<file path="src/rtl/space_pkg.sv">
// space_pkg: screen geometry and controller state encoding shared by the spaceship blocks.
package space_pkg;
  localparam int H_RES = 640;
  localparam int V_RES = 480;
  localparam int SCREEN_CORDW = 16;
  typedef enum logic [1:0] {WAIT_SAMPLE = 2'd0, TRACK = 2'd1, FROZEN = 2'd2} ctrl_state_t;
endpackage

</file>
<file path="src/rtl/tilt_filter.sv">
// tilt_filter: IIR-smoothed X tilt (first sample loads directly) turned into a dead-zoned, capped step and direction.
module tilt_filter #(
  parameter int ACCEL_W     = 16,
  parameter int DEAD_ZONE   = 16,
  parameter int SPEED_SHIFT = 5,
  parameter int MAX_STEP    = 8,
  parameter int STEP_W      = $clog2(MAX_STEP + 1)
) (
  input  logic               clk_pix,
  input  logic               rst_n,
  input  logic               accept,
  input  logic [ACCEL_W-1:0] accel_x,
  output logic [STEP_W-1:0]  step,
  output logic               neg
);
  localparam logic [ACCEL_W:0] DZ = (ACCEL_W + 1)'(DEAD_ZONE);
  localparam logic [ACCEL_W:0] MS = (ACCEL_W + 1)'(MAX_STEP);
  logic                      loaded_q;
  logic [ACCEL_W-1:0]        filt_q, filt_d;
  logic signed [ACCEL_W:0]   xe, fe, diff, upd;
  logic [ACCEL_W:0]          mag, shifted;
  always_comb begin
    xe      = {accel_x[ACCEL_W-1], accel_x};
    fe      = {filt_q[ACCEL_W-1], filt_q};
    diff    = xe - fe;
    upd     = fe + (diff >>> 2);
    filt_d  = loaded_q ? upd[ACCEL_W-1:0] : accel_x;
    mag     = fe[ACCEL_W] ? -fe : fe;
    shifted = (mag - DZ) >> SPEED_SHIFT;
    step    = mag <= DZ ? '0 : (shifted > MS ? STEP_W'(MAX_STEP) : shifted[STEP_W-1:0]);
    neg     = filt_q[ACCEL_W-1];
  end
  always_ff @(posedge clk_pix or negedge rst_n) begin
    if (!rst_n) begin
      loaded_q <= 1'b0;
      filt_q   <= '0;
    end else if (accept) begin
      loaded_q <= 1'b1;
      filt_q   <= filt_d;
    end
  end
endmodule

</file>
<file path="src/rtl/spaceship_controller.sv">
// spaceship_controller: tilt-driven ship X position, one clamped move per frame, frozen for a while after a hit.
module spaceship_controller
  import space_pkg::*;
#(
  parameter int H_RES         = 640,
  parameter int SCREEN_CORDW  = 16,
  parameter int ACCEL_W       = 16,
  parameter int SHIP_W        = 34,
  parameter int START_X       = 303,
  parameter int START_Y       = 300,
  parameter int DEAD_ZONE     = 16,
  parameter int SPEED_SHIFT   = 5,
  parameter int MAX_STEP      = 8,
  parameter int FREEZE_FRAMES = 60
) (
  input  logic                    clk_pix,
  input  logic                    rst_n,
  input  logic                    frame,
  input  logic                    accel_valid,
  output logic                    accel_ready,
  input  logic [ACCEL_W-1:0]      accel_x,
  input  logic                    hit,
  output logic [SCREEN_CORDW-1:0] ship_x,
  output logic [SCREEN_CORDW-1:0] ship_y,
  output logic [1:0]              state
);
  localparam int STEP_W = $clog2(MAX_STEP + 1);
  localparam int CNT_W  = $clog2(FREEZE_FRAMES + 1);
  localparam logic signed [SCREEN_CORDW:0] X_MAX = (SCREEN_CORDW + 1)'(H_RES - SHIP_W);
  ctrl_state_t                    state_q;
  logic                           ready_q, accept, neg;
  logic [CNT_W-1:0]               freeze_cnt_q;
  logic [STEP_W-1:0]              step;
  logic [SCREEN_CORDW-1:0]        ship_x_q, ship_x_d;
  logic signed [SCREEN_CORDW:0]   cur, delta, mv;
  assign accel_ready = ready_q & ~frame;
  assign accept      = accel_valid & accel_ready;
  assign ship_x      = ship_x_q;
  assign ship_y      = SCREEN_CORDW'(START_Y);
  assign state       = state_q;
  tilt_filter #(
    .ACCEL_W(ACCEL_W), .DEAD_ZONE(DEAD_ZONE), .SPEED_SHIFT(SPEED_SHIFT),
    .MAX_STEP(MAX_STEP), .STEP_W(STEP_W)
  ) u_filter (
    .clk_pix(clk_pix), .rst_n(rst_n), .accept(accept), .accel_x(accel_x),
    .step(step), .neg(neg)
  );
  // one extra bit so a move past either edge shows up as negative or above X_MAX instead of wrapping
  always_comb begin
    cur      = {1'b0, ship_x_q};
    delta    = {{(SCREEN_CORDW + 1 - STEP_W){1'b0}}, step};
    mv       = neg ? cur - delta : cur + delta;
    ship_x_d = mv[SCREEN_CORDW] ? '0 : (mv > X_MAX ? X_MAX[SCREEN_CORDW-1:0] : mv[SCREEN_CORDW-1:0]);
  end
  always_ff @(posedge clk_pix or negedge rst_n) begin
    if (!rst_n) begin
      ready_q      <= 1'b0;
      state_q      <= WAIT_SAMPLE;
      freeze_cnt_q <= '0;
      ship_x_q     <= SCREEN_CORDW'(START_X);
    end else begin
      ready_q <= 1'b1;
      case (state_q)
        WAIT_SAMPLE: if (accept) state_q <= TRACK;
        TRACK: begin
          if (hit) begin
            state_q      <= FROZEN;
            freeze_cnt_q <= CNT_W'(FREEZE_FRAMES);
          end else if (frame) begin
            ship_x_q <= ship_x_d;
          end
        end
        FROZEN: begin
          if (hit) begin
            freeze_cnt_q <= CNT_W'(FREEZE_FRAMES);
          end else if (frame) begin
            freeze_cnt_q <= freeze_cnt_q - 1'b1;
            if (freeze_cnt_q == CNT_W'(1)) state_q <= TRACK;
          end
        end
        default: state_q <= WAIT_SAMPLE;
      endcase
    end
  end
endmodule

</file>
<file path="config.mk">
export PLATFORM = sky130hd
export DESIGN_NAME = spaceship_controller
export DESIGN_NICKNAME = d
export VERILOG_FILES = /design/src/rtl/space_pkg.sv /design/src/rtl/tilt_filter.sv /design/src/rtl/spaceship_controller.sv
export SDC_FILE = /design/constraint.sdc
export NUM_CORES = 1
export LEC_CHECK = 0
export CORE_AREA = 8 8 136 138
export CTS_CLUSTER_DIAMETER = 60
export DETAILED_ROUTE_END_ITERATION = 10
export DIE_AREA = 0 0 144 146
export GPL_ROUTABILITY_DRIVEN = 0
export PLACE_DENSITY = 0.48
export SYNTH_ARGS = -nofsm -noshare
export SYNTH_HDL_FRONTEND = slang
export SYNTH_SLANG_ARGS = --single-unit
</file>
<file path="constraint.sdc">
create_clock -name clk_pix -period 7.8 [get_ports clk_pix]
set_input_delay 0.78 -clock clk_pix [delete_from_list [all_inputs] [get_ports clk_pix]]
set_output_delay 0.78 -clock clk_pix [all_outputs]
set_load 0.005 [all_outputs]
</file>
==> results.md, run 1 <==
- Clock sinks: 42
- Startpoint Class: flop
- Setup violations, final: 0
- Internal: 0.001393 W
- Critical Path RT: 8000 ps
- Setup Skew: 4.757 ps
- Clock tree buffer depth: 2
- Die H: 146 um
- CTS H-Tree Depth: 2
- Reg power frac: 0.156
- Run status: finished clean
- Cells on worst reg2reg path: 26
- CP arrival: 6810 ps
- Most common cell after layout, fill and taps aside: ha_1
- Area Overhead vs Synth: 14.04%
- Total wire length: 12030 um
- Net Switching: 0.001308 W
- Synth top area share: 0.1872
- All-layer global routing usage: 0.1176
- Routed Antenna Nets: 0
- FF-to-FF End: ship_x[0]
- Hold endpoint: ship_x[5]
- TNS Setup: 0 ps
- DR DRC count: 0
- Post-synthesis register bit count: 42
- Synth warn: 0
- Vias in the first global route: 4111
- Share of post-route cells with drive strength above 1: 0.07166
- Worst Path Max Fanout: 9
- Core ar.: 16290 um2
- Hold_buf cts: 0
- Cell taking the most area after synthesis: dfrtp_1
- Initial antenna violation count: 0
- Sequential-to-total area share from yosys stat: 0.2200
- Synth Flop Type: dfrtp_1
- Multi-input gate area: 3495 um2
- Min cycle time layout: 6606 ps
- Fill count: 1697
- Endpoints failing hold: 0
- Avg Cell Area, Syn: 8.254 um2
- Post-cts sizing count: 0
- Root Driver: clkbuf_16
- Hold path depth: 2
- Max-Cap Viols: 0
- Yosys cell types: 70
- Die Wd: 144 um
- Clock Pin Slew Worst Setup and Hold Paths: 70 ps
- Mapped Cells: 583
- Total die area: 21020 um2
- Final Max Tran Viols: 0
- Drt first-iter violations: 177
- Avg WL per Cell: 14.43 um
- Sw Ratio: 0.4844
- Post-CTS Setup Repair Bufs: 0
- First-pass GRT wire length: 20420 um
- Hold_sp: ship_x[5]
- Hold Path Class: flop to flop
- # rows: 47
- Clock latency at the later pin of the worst-skew pair: 300 ps
- Asr flop ratio synth: 1.000
- RSZ-0062 raised after global routing: false
- WHS: 492.5 ps
- Netlist Area Pre-Place: 4812 um2
- # diodes: 0
- I/O Buffers: 39
- Post-DP HPWL: 9698 um
- Starting density of the core: 0.2954
- I/O pin count: 56
- PD cells: 492.1 nW/um2
- Worst-case vdd ir drop: 0.3054 mV
- Kind of critical path: flop to flop
- CTS tree: built
- 1st-pass router iterations: 4
- Vias: 4132
- Combinational power share: 0.764
- Grt ovf: 0
- CTS Buf Count: 5
- Final #Nets: 688
- Post-synth EDFFs: 0
- Leakage: 2.419 nW
- Clock power frac: 0.081
- DR vias/cell: 4.954
- Ranking of synthesized cells by area: dfrtp_1 19%, ha_1 14%, xnor2_1 7.1%
- Slew Limit Headroom: 0.3308
- Most frequent cells in the layout: 52 x ha_1, 48 x nand2_1, 39 x nor2_1, 39 x xnor2_1, 38 x clkdlybuf4s50_1
- Max Fclk: 151.4 MHz
- Final period utilization: 0.8469
- Worst r2r src: u_filter.filt_q[2]
- Largest net degree at the start of global routing: 43
- CP endpoint kind: flop
- Reg area: 1059 um2
- FF-to-FF setup slack: 1190 ps
- Measured slew at the worst slew-check pin: 1004 ps
power groups by stage:
stage / combinational (W) / sequential (W) / clock [W]
detailed placement: 0.00205 / 0.000426 / 0
floorplan: 0.00171 / 0.000362 / 0
global route: 0.00231 / 0.000441 / 0.000236
global placement: 0.00204 / 0.000424 / 0
CTS: 0.00207 / 0.000423 / 0.000227
finish: 0.00206 / 0.000421 / 0.000218
cells in the mapped netlist (15+ instances only):
cell     count
xnor2_1     39
a21oi_1     35
a21o_1      15
inv_1       28
nand2_1     48
dfrtp_1     36
ha_1        52
nor3_1      15
buf_4       16
mux2i_1     17
o21ai_0     33
nor2_1      39
state kept, by name, indices dropped and copies added, names as in the netlist:
register,cells
u_filter.filt_q,16
state,2
ship_x,16
u_filter.loaded_q,1
ready_q,1
freeze_cnt_q,6
worst max path at each step:
stage | startpoint | end | slack (ps) | depth (start not counted)
CTS | u_filter.filt_q[2] | ship_x[0] | 1160 | 26
global placement | u_filter.filt_q[15] | ship_x[0] | 1440 | 28
finish | u_filter.filt_q[2] | ship_x[0] | 1190 | 26
detailed placement | u_filter.filt_q[2] | ship_x[0] | 1200 | 26
floorplan | u_filter.filt_q[2] | ship_x[0] | 1790 | 27
global route | u_filter.filt_q[2] | ship_x[0] | 380 | 26
layer usage:
layer | vias to the layer above | global-route usage | part of all wire
li1 | 2135 | - | -
met5 | - | 0 | 0
met4 | 0 | 0.02209 | 0.0066
met3 | 7 | 0.02067 | 0.033
met2 | 60 | 0.2009 | 0.48
met1 | 1930 | 0.1508 | 0.48
cells by family after synthesis:
| kind of cell | after synthesis | synth area share |
|---|---|---|
| multiplexers | 21 | 0.04706 |
| flip-flops | 42 | 0.2200 |
| adder cells (fa/ha/maj) | 54 | 0.1435 |
| AO/OA/AOI/OAI | 159 | 0.2231 |
| AND/OR/NAND/NOR | 191 | 0.2046 |
| buffers and inverters | 62 | 0.06552 |
| XOR/XNOR | 52 | 0.09464 |
| other | 2 | 0.001561 |
layout make-up:
cell class              instances  area share
inverters                      28     0.01915
multi-input cells             494      0.6368
flip-flops and latches         42      0.1929
repair buffers                 42     0.07433
well taps                     220     0.05016
clock inverters                 3    0.003876
clock buffers                   5     0.02280
worst max-delay path: stages, from the launching register on:
cell and delay, ps:
dfrtp_1 440, o41ai_1 830, xnor2_1 220, ha_1 310, nand3_1 100, a211oi_1 240
a31oi_1 120, nor3_2 320, a21oi_1 100, a211o_1 300, nor3b_1 320, and2_1 210
inv_1 50, ha_1 280, mux2i_1 180, inv_1 90, fa_1 430, nor2b_1 170
o211ai_1 140, a21oi_1 210, a211o_1 190, nand2_1 60, a31oi_1 280, o211a_1 200
o2111a_1 370, inv_1 100, o32ai_1 280
through the flow:
stage	utilization	total power [W]	setup slack (ps)	instance area (um2)	cells
after detailed placement	0.3279	0.002481	1203	5341	826
after floorplan	-	0.002071	1788	4868	598
final	0.3369	0.002701	1194	5488	834
after global routing	0.3369	0.002986	377.0	5488	834
after CTS	0.3369	0.002719	1161	5488	834
after global placement	0.3279	0.002467	1445	5341	826
(Power assumes the default switching activity.)
==> run 2, diff against run 1 <==
--- a/config.mk
+++ b/config.mk
@@ -10,7 +10,7 @@
 export DETAILED_ROUTE_END_ITERATION = 10
 export DIE_AREA = 0 0 144 146
 export GPL_ROUTABILITY_DRIVEN = 0
-export PLACE_DENSITY = 0.48
+export PLACE_DENSITY = 0.49
 export SYNTH_ARGS = -nofsm -noshare
 export SYNTH_HDL_FRONTEND = slang
 export SYNTH_SLANG_ARGS = --single-unit
==> constraint.sdc (replaced) <==
create_clock -name clk_pix -period 5.75 [get_ports clk_pix]
set_input_delay 0.575 -clock clk_pix [delete_from_list [all_inputs] [get_ports clk_pix]]
set_output_delay 0.575 -clock clk_pix [all_outputs]
set_load 0.005 [all_outputs]
==> results.md, run 2 (synthesized netlist as in run 1, its figures left out) <==
- Routed Antenna Nets: 0 (unchanged)
- Worst path depth: 24 (-7.7%)
- Worst Path Max Fanout: 6 (-3)
- Final period utilization: 0.9642 (+0.1173)
- PD cells: 675.7 nW/um2 (+37%)
- Startpoint Class: flop
- Clock sinks: 42 (unchanged)
- Final #Nets: 730 (+6.1%)
- Worst Path Buf+Inv: 2 (-1)
- # rows: 47 (unchanged)
- Drt first-iter violations: 192 (+8.5%)
- I/O Buffers: 39 (unchanged)
- CTS H-Tree Depth: 2 (unchanged)
- Total wire length: 12340 um (+2.5%)
- Post-DP HPWL: 9983 um (+2.9%)
- Final instance area: 6015 um2 (+9.6%)
- CP delay by family, top: compound AO/OA/AOI/OAI gates
- Hold Path Class: input port to async pin
- Hold_buf cts: 0 (unchanged)
- Worst-case vdd ir drop: 0.2783 mV (-8.9%)
- Post-route core utilization: 0.3692 (+0.03234)
- First-pass GRT wire length: 20880 um (+2.2%)
- CP cell instances: or4_4, buf_4, o41ai_2, xnor2_1, nor4_2, a21o_1, a211o_1, nor3b_2, buf_4, nand2b_1, ha_4, nor2_2, xor2_1, ha_2, nor2b_2, o211ai_1, a21oi_2, a211o_1, nand2_2, a31oi_4, a31o_4, or2_4, mux2i_4, a211oi_2
- Min cycle time layout: 5544 ps (-1062 ps)
- Vias in the first global route: 4399 (+7.0%)
- Clock tree buffer depth: 2 (unchanged)
- CP max stage delay: 580 ps (-250 ps)
- Clock Pin Slew Worst Setup and Hold Paths: 60 ps (about the same)
- Max Fclk: 180.4 MHz (+19%)
- Avg WL per Cell: 14.08 um (-2.4%)
- CP arrival: 5710 ps (-1100 ps)
- Grt ovf: 0 (unchanged)
- Total die area: 21020 um2 (unchanged)
- DR vias/cell: 4.999 (+0.90%)
- Slew Limit Headroom: 0.3620 (+0.03118)
- Multi-input gate area: 3696 um2 (+5.8%)
- All-layer global routing usage: 0.1182 (+0.0006240)
- Share of post-route cells with drive strength above 1: 0.1905 (+0.1189)
- RSZ-0062 raised after global routing: true
- Clock latency at the later pin of the worst-skew pair: 280 ps (-20 ps)
- Worst r2r src: u_filter.filt_q[1]
- Root Driver: clkbuf_16
- 1st-pass router iterations: 4 (unchanged)
- Cells on worst reg2reg path: 24 (-7.7%)
- Reg area: 1064 um2 (+0.47%)
- Max-Cap Viols: 0 (unchanged)
- Setup violations, final: 0 (unchanged)
- Final Max Tran Viols: 0 (unchanged)
- Setup Skew: 5.947 ps (+1.190 ps)
- Most frequent cells in the layout: 47 x nand2_1, 47 x ha_1, 45 x buf_4, 38 x nor2_1, 38 x clkdlybuf4s50_1
- FF-to-FF End: ship_x[6]
- Critical Path RT: 5910 ps (-2090 ps)
- Initial antenna violation count: 0 (unchanged)
- Endpoints failing hold: 0 (unchanged)
- CP endpoint kind: flop
- Starting density of the core: 0.2954 (unchanged)
- Area Overhead vs Synth: 24.99%
- Kind of critical path: flop to flop
- I/O pin count: 56 (unchanged)
- Critical-path top delay cell: or4_4
- Core ar.: 16290 um2 (unchanged)
- Die Wd: 144 um (unchanged)
- Cell Area, Placed: 5619 um2 (+5.2%)
- Worst Setup EP: ship_x[6]
- Fill count: 1713 (+0.94%)
- TNS Setup: 0 ps (unchanged)
- Leakage: 2.663 nW (+10%)
- Die H: 146 um (unchanged)
- # diodes: 0 (unchanged)
- FF-to-FF setup slack: 210 ps (-990 ps)
- Vias: 4379 (+6.0%)
- Crit. Startpoint: u_filter.filt_q[1]
- Measured slew at the worst slew-check pin: 957.0 ps (-46.77 ps)
- Largest net degree at the start of global routing: 43 (unchanged)
- DR DRC count: 0 (unchanged)
- CTS tree: built
- Run status: finished clean
- CTS Buf Count: 5 (unchanged)
## run 2: changes by cell type in the layout (fill, tap and decap cells not counted), sizes merged
| cell | previous run | this run |
|---|---|---|
| buf | 4 | 46 |
| clkinv | 2 | 1 |
| clkbuf | 5 | 6 |
## run 2: area by class of cell
type                       instances  area share
timing repair buffer              84      0.1202
multi-input combinational        494      0.6145
clock inverter                     2    0.002080
tap                              220     0.04577
clock buffer                       6     0.02309
sequential                        42      0.1768
inverter                          28     0.01747
## run 2: repair_timing
item | CTS | global route
resized for setup | 6 | 38
setup endpoints to repair | 6 | 10
buffers inserted | 0 | 8
pin swaps | 0 | 28
## run 2: stage by stage
stage                     instances  hold WS (ps)  power, W  setup WS, ps
after global routing            876         494.8  0.004490        -85.60
after floorplan                 598         279.4  0.002824         84.45
after detailed placement        860         474.7  0.003589        -104.9
final                           876         433.0  0.004064         205.9
after CTS                       868         484.3  0.003931         9.826
after global placement          860         477.0  0.003534         23.79
## run 2: worst min path at each step
| stage | start | to | slack, ps | cells after the start |
|---|---|---|---|---|
| after global routing | ship_x[8] | ship_x[8] | 490 | 2 |
| after detailed placement | ship_x[8] | ship_x[8] | 470 | 2 |
| after floorplan | rst_n | freeze_cnt_q[0] | 280 | 0 |
| after global placement | ship_x[8] | ship_x[8] | 480 | 2 |
| final | rst_n | ship_x[10] | 430 | 1 |
| after CTS | rst_n | ship_x[11] | 480 | 1 |
## run 2: where the power goes
group	internal, W	switching (W)
clock	0.000172	0.000121
sequential	0.000404	0.000109
combinational	0.00158	0.00168
## run 2: routing by layer
| layer | global-route usage | up-vias | part of all wire |
|---|---|---|---|
| li1 | - | 2230 | - |
| met2 | 0.2116 | 91 | 0.50 |
| met1 | 0.1472 | 2050 | 0.45 |
| met4 | 0.02157 | 0 | 0.0083 |
| met3 | 0.01542 | 8 | 0.037 |
| met5 | 0 | - | 0 |
==> run 3, diff against run 2 <==
--- a/config.mk
+++ b/config.mk
@@ -7,6 +7,7 @@
 export LEC_CHECK = 0
 export CORE_AREA = 8 8 136 138
 export CTS_CLUSTER_DIAMETER = 60
+export CTS_CLUSTER_SIZE = 24
 export DETAILED_ROUTE_END_ITERATION = 10
 export DIE_AREA = 0 0 144 146
 export GPL_ROUTABILITY_DRIVEN = 0
==> results of run 3 <==
Same layout as run 2: the final DEF is identical, and so are final timing and power.
